## config.mk

```make
export PLATFORM = sky130hd
export DESIGN_NAME = fft_stage_sched
export DESIGN_NICKNAME = d
export VERILOG_FILES = /design/src/rtl/fft_stage_sched.sv
export SDC_FILE = /design/constraint.sdc
export NUM_CORES = 1
export LEC_CHECK = 0
export CAP_MARGIN = 0
export CORE_MARGIN = 8
export CORE_UTILIZATION = 30
export CTS_CLUSTER_SIZE = 25
export DETAILED_ROUTE_END_ITERATION = 10
export GPL_TIMING_DRIVEN = 0
export PLACE_DENSITY = 0.44
export SLEW_MARGIN = 5
export SYNTH_ARGS = -nofsm -noshare
export SYNTH_HDL_FRONTEND = slang
export SYNTH_SLANG_ARGS = --single-unit
```

## constraint.sdc

```tcl
create_clock -name clk -period 3.6 [get_ports clk]
set_input_delay 1.08 -clock clk [delete_from_list [all_inputs] [get_ports clk]]
set_output_delay 1.08 -clock clk [all_outputs]
set_load 0.05 [all_outputs]
```

## src/rtl/fft_stage_sched.sv

```systemverilog
// 32-point radix-2 stage scheduler: buffers a serial frame, issues 16 butterflies to a shared unit,
// captures results in bit-reversed slots and unloads them serially. Optional status: FFT_SCHED_STATUS_EN.
module fft_stage_sched #(
  parameter int          IN_W   = 8,
  parameter int          OUT_W  = 8,
  parameter int unsigned BF_LAT = 2
) (
  input  logic                    clk,
  input  logic                    rst_n,
  input  logic                    in_valid,
  output logic                    in_ready,
  input  logic signed [IN_W-1:0]  in_r,
  input  logic signed [IN_W-1:0]  in_i,
  output logic                    bf_valid,
  output logic signed [IN_W-1:0]  bf_x0_r,
  output logic signed [IN_W-1:0]  bf_x0_i,
  output logic signed [IN_W-1:0]  bf_x1_r,
  output logic signed [IN_W-1:0]  bf_x1_i,
  output logic                    bf_tw_en,
  input  logic signed [OUT_W-1:0] bf_p_r,
  input  logic signed [OUT_W-1:0] bf_p_i,
  input  logic signed [OUT_W-1:0] bf_n_r,
  input  logic signed [OUT_W-1:0] bf_n_i,
  output logic                    out_valid,
  input  logic                    out_ready,
  output logic signed [OUT_W-1:0] out_r,
  output logic signed [OUT_W-1:0] out_i,
  output logic [4:0]              out_idx,
  output logic                    out_last,
`ifdef FFT_SCHED_STATUS_EN
  output logic [15:0]             frame_cnt,
  output logic                    err_push,
`endif
  output logic                    busy
);

  localparam logic [1:0] LOAD   = 2'd0;
  localparam logic [1:0] ISSUE  = 2'd1;
  localparam logic [1:0] DRAIN  = 2'd2;
  localparam logic [1:0] UNLOAD = 2'd3;

  logic [1:0] state;
  logic       run;
  logic [4:0] in_cnt;
  logic [3:0] iss_cnt;
  logic [4:0] out_cnt;

  logic signed [IN_W-1:0]  ibuf_r [32];
  logic signed [IN_W-1:0]  ibuf_i [32];
  logic signed [OUT_W-1:0] obuf_r [32];
  logic signed [OUT_W-1:0] obuf_i [32];

  logic [BF_LAT-1:0] sr_v;
  logic [3:0]        sr_k [BF_LAT];

  logic       in_fire;
  logic       out_fire;
  logic       cap;
  logic [3:0] cap_k;
  logic [3:0] cap_rev;
  logic       unload;

  // run keeps in_ready low while reset is held even though state already reads LOAD
  assign in_ready  = run && (state == LOAD);
  assign in_fire   = in_valid && in_ready;
  assign busy      = (state != LOAD);
  assign unload    = (state == UNLOAD);

  assign bf_valid  = (state == ISSUE);
  assign bf_tw_en  = bf_valid && iss_cnt[0];
  assign bf_x0_r   = ibuf_r[{iss_cnt, 1'b0}];
  assign bf_x0_i   = ibuf_i[{iss_cnt, 1'b0}];
  assign bf_x1_r   = ibuf_r[{iss_cnt, 1'b1}];
  assign bf_x1_i   = ibuf_i[{iss_cnt, 1'b1}];

  assign cap       = sr_v[BF_LAT-1];
  assign cap_k     = sr_k[BF_LAT-1];
  assign cap_rev   = {cap_k[0], cap_k[1], cap_k[2], cap_k[3]};

  assign out_valid = unload;
  assign out_fire  = out_valid && out_ready;
  assign out_r     = unload ? obuf_r[out_cnt] : '0;
  assign out_i     = unload ? obuf_i[out_cnt] : '0;
  assign out_idx   = unload ? out_cnt : '0;
  assign out_last  = unload && (out_cnt == 5'd31);

  always_ff @(posedge clk or negedge rst_n) begin
    if (!rst_n) begin
      state   <= LOAD;
      run     <= 1'b0;
      in_cnt  <= '0;
      iss_cnt <= '0;
      out_cnt <= '0;
      sr_v    <= '0;
    end else begin
      run     <= 1'b1;
      sr_v[0] <= bf_valid;
      for (int unsigned i = 1; i < BF_LAT; i++) begin
        sr_v[i] <= sr_v[i-1];
      end
      case (state)
        LOAD: begin
          if (in_fire) begin
            in_cnt <= in_cnt + 5'd1;
            if (in_cnt == 5'd31) state <= ISSUE;
          end
        end
        ISSUE: begin
          iss_cnt <= iss_cnt + 4'd1;
          if (iss_cnt == 4'd15) state <= DRAIN;
        end
        DRAIN: begin
          if (cap && (cap_k == 4'd15)) state <= UNLOAD;
        end
        UNLOAD: begin
          if (out_fire) begin
            out_cnt <= out_cnt + 5'd1;
            if (out_cnt == 5'd31) state <= LOAD;
          end
        end
        default: state <= LOAD;
      endcase
    end
  end

  // Index tags and buffers carry no reset: only the valid bits decide whether they are used
  always_ff @(posedge clk) begin
    sr_k[0] <= iss_cnt;
    for (int unsigned i = 1; i < BF_LAT; i++) begin
      sr_k[i] <= sr_k[i-1];
    end
    if (in_fire) begin
      ibuf_r[in_cnt] <= in_r;
      ibuf_i[in_cnt] <= in_i;
    end
    if (cap) begin
      obuf_r[{1'b0, cap_rev}] <= bf_p_r;
      obuf_i[{1'b0, cap_rev}] <= bf_p_i;
      obuf_r[{1'b1, cap_rev}] <= bf_n_r;
      obuf_i[{1'b1, cap_rev}] <= bf_n_i;
    end
  end

`ifdef FFT_SCHED_STATUS_EN
  always_ff @(posedge clk or negedge rst_n) begin
    if (!rst_n) begin
      frame_cnt <= '0;
      err_push  <= 1'b0;
    end else begin
      err_push <= in_valid && busy;
      if (out_fire && out_last) frame_cnt <= frame_cnt + 16'd1;
    end
  end
`endif

endmodule

```

### Yosys cells after proc, flatten, opt, wreduce, memory -nomap -nowiden

Memory sizes are Yosys's and may differ from the RTL's.
Cells that the tools add are included.

* flip-flop bits (word level): 19
* RAM bits: 1032
* input bits: 52
* output and inout port bits: 59
* logic and storage cells: 52
* memories: 5

Memories
* ibuf_i: words 32, width 8, rd ports 2, clocked after Yosys merged registers in 0, wr ports 1, RTL line 49 `logic signed [IN_W-1:0] ibuf_i [32];`
* ibuf_r: words 32, width 8, rd ports 2, clocked after Yosys merged registers in 0, wr ports 1, RTL line 48 `logic signed [IN_W-1:0] ibuf_r [32];`
* obuf_i: words 32, width 8, rd ports 1, clocked after Yosys merged registers in 0, wr ports 2, RTL line 51 `logic signed [OUT_W-1:0] obuf_i [32];`
* obuf_r: words 32, width 8, rd ports 1, clocked after Yosys merged registers in 0, wr ports 2, RTL line 50 `logic signed [OUT_W-1:0] obuf_r [32];`
* sr_k: words 2, width 4, rd ports 2, clocked after Yosys merged registers in 0, wr ports 2, RTL line 54 `logic [3:0] sr_k [BF_LAT];`

* add/subtract/negate cells: 3
* equal/unequal tests: 13
* multiplexer cells: 14
* reduce and logical (&&, ||, !) cells: 11

Operator list (count)
* $mux W8: 2
* $mux W2: 6
* $add A5 B1 Y5 const B: 2
* $eq A5 B5 Y1 const B: 2
* $eq A4 B4 Y1 const B: 2
* $ne A2 B1 Y1 const B: 4
* $pmux W2 S4: 1
* $logic_and A1 B1 Y1: 6
* $reduce_and A6 Y1: 1
* $mux W5: 1
* $add A4 B1 Y4 const B: 1
* $eq A2 B2 Y1 const B: 2
* $mux W1: 4
* $ne A2 B2 Y1 const B: 2
* $reduce_and A2 Y1: 2
* $eq A2 B1 Y1 const B: 1
* $logic_not A2 Y1: 1
* $reduce_bool A2 Y1: 1

### Longest topological paths before layout

* word-level depth: 5
* mapped depth: 8
* mapped depth without buffers: 7

### Least setup slack after synthesis

No wires, ideal clock.

* path kind: flip-flop to output port
* start point: register state[1]
* end point: output out_r[0]
* arrival: 3.023 ns
* data required time: 2.520 ns
* slack: -0.503 ns
* stages on the path, launching flop included: 6
* buffers on the path: 2
* cell sequence: dfrtp_1 > ha_1 > clkbuf_1 > clkbuf_1 > nand4_1 > nor4_1

* word-level cells in the longest chain between the ends: 2

Ends and longest elaborated chain
* from (decl): RTL line 42 `logic [1:0] state;`
* from (signal assigned): RTL line 89 `state <= LOAD;`
* from (signal assigned): RTL line 105 `if (in_cnt == 5'd31) state <= ISSUE;`
* from (signal assigned): RTL line 110 `if (iss_cnt == 4'd15) state <= DRAIN;`
* $eq A2 B2 Y1: RTL line 67 `assign unload = (state == UNLOAD);`
* via out_valid: RTL line 24 `output logic out_valid,`
* $mux W8: RTL line 82 `assign out_r = unload ? obuf_r[out_cnt] : '0;`
* to (decl): RTL line 26 `output logic signed [OUT_W-1:0] out_r,`

The timed path passes the listed nets, and every way through them passes these cells.

### Worst setup path in the final report

* start point: register iss_cnt[0]
* end point: output bf_x0_i[2]

* word-level cells in the longest chain between the ends: 1

Ends and longest elaborated chain
* from (decl): RTL line 45 `logic [3:0] iss_cnt;`
* from (signal assigned): RTL line 109 `iss_cnt <= iss_cnt + 4'd1;`
* $mem_v2 Z32 W8
* to (decl): RTL line 16 `output logic signed [IN_W-1:0] bf_x0_i,`

No other way between the ends.

==> flow_metrics.env <==
export IMPL_period_needed_ns=3.91
export IMPL_async_flop_share=0.0181
export IMPL_hold_violations=0
export IMPL_skew_ns=0.0632
export IMPL_grt_ovfl_total=0
export IMPL_fmax_mhz=256
export IMPL_synth_top_cell_area_share=0.758
export IMPL_slew_viol_final=0
export IMPL_syn_nets=1993
export IMPL_port_buffers=110
export IMPL_synthTopCellsByArea="edfxtp_1, mux4_2, mux2i_1"
export IMPL_fin_util=0.381
export IMPL_grt_usage=0.149
export IMPL_cts_tree="done"
export IMPL_final_cell_mix="edfxtp_1, mux2i_1, mux4_2"
export IMPL_synth_warning_count=0
export IMPL_ant_nets=0
export IMPL_rsz0062_at_grt="true"
export IMPL_r2r_start="state[0]$_DFFE_PN0P_"
export IMPL_synth_edf_count=1024
export IMPL_dieHeight_um=384
export IMPL_diodes=0
export IMPL_drt_first_pass_iters=5
export IMPL_cp_slowest_cell="mux4_2"
export IMPL_cts_max_path_buffers=3
export IMPL_violations="setup timing"
export IMPL_mostFrequentLayoutCell="edfxtp_1"
export IMPL_path_delay_family="buffers and inverters"
export IMPL_hold_path_class="flop to flop"
export IMPL_stdcell_count=4149
export IMPL_use_met1=0.209
export IMPL_grtUsageMet3=0.0220
export IMPL_grt_pass1_vias=21600
export IMPL_path_max_fanout=8
export IMPL_crit_chain="buf_12 > buf_16 > buf_16 > buf_4 > mux4_2 > a211oi_2 > a21oi_1 > buf_4"
export IMPL_slew_headroom=0.141
export IMPL_place_gp_congestion=0.738
export IMPL_rows=135
export IMPL_drive_gt1_frac=0.356
export IMPL_p_leak_nw=16.5
export IMPL_finalCritPeriodShare=1.09
export IMPL_arrival_ns=2.83
export IMPL_ir_drop_mv=0.896
export IMPL_cts_root_buffer="clkbuf_16"
export IMPL_start_util=0.301
export IMPL_nets=2343
export IMPL_status="complete, but fails checks"
export IMPL_wl_per_cell_um=26.9
export IMPL_crit_path_start="iss_cnt[0]$_DFFE_PN0P_"
export IMPL_cts_max_level=3
export IMPL_seq_area_frac_synth=0.774
export IMPL_synthCells=1928
export IMPL_hold_worst_slack_ns=0.292
export IMPL_area_delta_synth_final_pct=26.5
export IMPL_fin_tns_setup_ns=-10.86
export IMPL_crit_required_ns=2.52
export IMPL_drc=0
export IMPL_yosysTopAreaCell="edfxtp_1"
export IMPL_cts_hold_buf=0
export IMPL_avgSynthCellArea_um2=21.0
export IMPL_tightest_slew_ns=1.28
export IMPL_die_area_mm2=0.147
export IMPL_busiest_layer="met2"
export IMPL_maxCapViolCount=0
export IMPL_core_area_mm2=0.135
export IMPL_io_pins=111
export IMPL_cp_end_kind="output pin"
export IMPL_critPathLaunchType="flop"
export IMPL_setup_slack_ns=-0.306
export IMPL_clock_sinks=1051
export IMPL_syn_area_mm2=0.0406
export IMPL_min_delay_start="sr_k[0][3]$_DFF_P_"
export IMPL_synth_cell_types=45
export IMPL_hpwlAfterDp_um=72300
export IMPL_post_drt_via_cell_ratio=4.89
export IMPL_setup_viol=48
export IMPL_numPlacedInstances=3879
export IMPL_worstSkewPairLatency_ns=0.72
export IMPL_grt_pass1_wl_um=158000
export IMPL_drt_total_wl_um=112000
export IMPL_powerDensity_mw_per_mm2=820
export IMPL_antenna_found_initial=3
export IMPL_cts_inserted_buffers=111
export IMPL_dp_slack_ns=-1.10
export IMPL_slowest_delay_ns=0.50
export IMPL_ys_flop_type="edfxtp_1"
export IMPL_worstSetupPathType="flop to output pin"
export IMPL_grtUsageMet2=0.242
export IMPL_clk_pin_slew_ns=0.06
export IMPL_grt_max_degree=33
export IMPL_cp_num_buf_inv=5
export IMPL_die_w_um=384
export IMPL_ys_ff_latch=1051
export IMPL_vias=20300
export IMPL_drt_iter0_drc=1676
synthesized netlist by cell type (18+ instances only):
master / instances
a211oi_1: 33
a21oi_1: 47
a22oi_1: 76
buf_2: 42
clkbuf_1: 32
dfrtp_1: 19
edfxtp_1: 1024
mux2i_1: 189
mux4_2: 178
nand4_1: 18
nor2_1: 64
nor2b_1: 36
layout make-up:
| type | count | area [um^2] |
|---|---|---|
| plain buffers | 103 | 1270 |
| clock buffers | 150 | 2980 |
| clock inverters | 53 | 537 |
| fillers | 12200 | 83500 |
| inverters | 5 | 18.8 |
| multi-input cells | 764 | 9830 |
| flip-flops and latches | 1051 | 31400 |
| well taps | 1781 | 2230 |
| repair buffers | 242 | 3050 |
power by group:
group	internal [mW]	switching, mW	total (mW)
registers	14.0	0.210	14.2
clock network	6.30	4.76	11.1
logic	7.19	9.65	16.8
metrics by stage:
step,power [mW],cell area [um^2]
2_1_floorplan,22.8,40600
3_3_place_gp,27.5,43900
3_5_place_dp,27.7,45100
4_1_cts,41.9,50800
5_1_grt,43.7,51300
6_report,42.1,51300
timing repair:
item	in CTS	in global routing
gates resized for setup	739	75
cloned	11	7
buffers inserted	35	23
setup endpoints to repair	57	48
pin swaps	84	69
registers in the layout, summed over array words and instances (netlist names):
signal / flops
out_cnt: 5
obuf_i: 256
state: 2
ibuf_i: 256
sr_v: 2
ibuf_r: 256
iss_cnt: 4
run: 1
sr_k: 8
obuf_r: 256
in_cnt: 5
per-layer routing:
metal  vias up  routed length, um
met1     11000              51300
met2       426              53400
met3       139               4520
li1       8716                  -
met4         0               2270
met5         -                  0
path summary, 6_finish.rpt:
check	endpoint	slack (ns)	cells after the start
worst min register to register	sr_k[0][7]$_DFF_P_	0.29	0
worst min-delay path	sr_k[0][7]$_DFF_P_	0.29	0
worst max-delay path	bf_x0_i[2]	-0.31	8
max in group asynchronous	out_cnt[4]$_DFFE_PN0P_	1.68	1
min in group asynchronous	run$_DFF_PN0_	1.01	1
worst max register to register	ibuf_i[23][7]$_DFFE_PP_	0.52	7
logic make-up (layout without fill, tap and decap cells):
kind of cell	after synthesis	in the layout	synth area share
AO/OA/AOI/OAI	177	177	0.0293
multiplexers	372	372	0.147
flip-flops	1051	1051	0.774
buffers and inverters	113	553	0.0164
AND/OR/NAND/NOR	192	192	0.0274
adder cells (fa/ha/maj)	13	13	0.00401
XOR/XNOR	9	9	0.00194
other	1	1	0.0000925
Note: power is estimated with default switching activity, not from simulation.
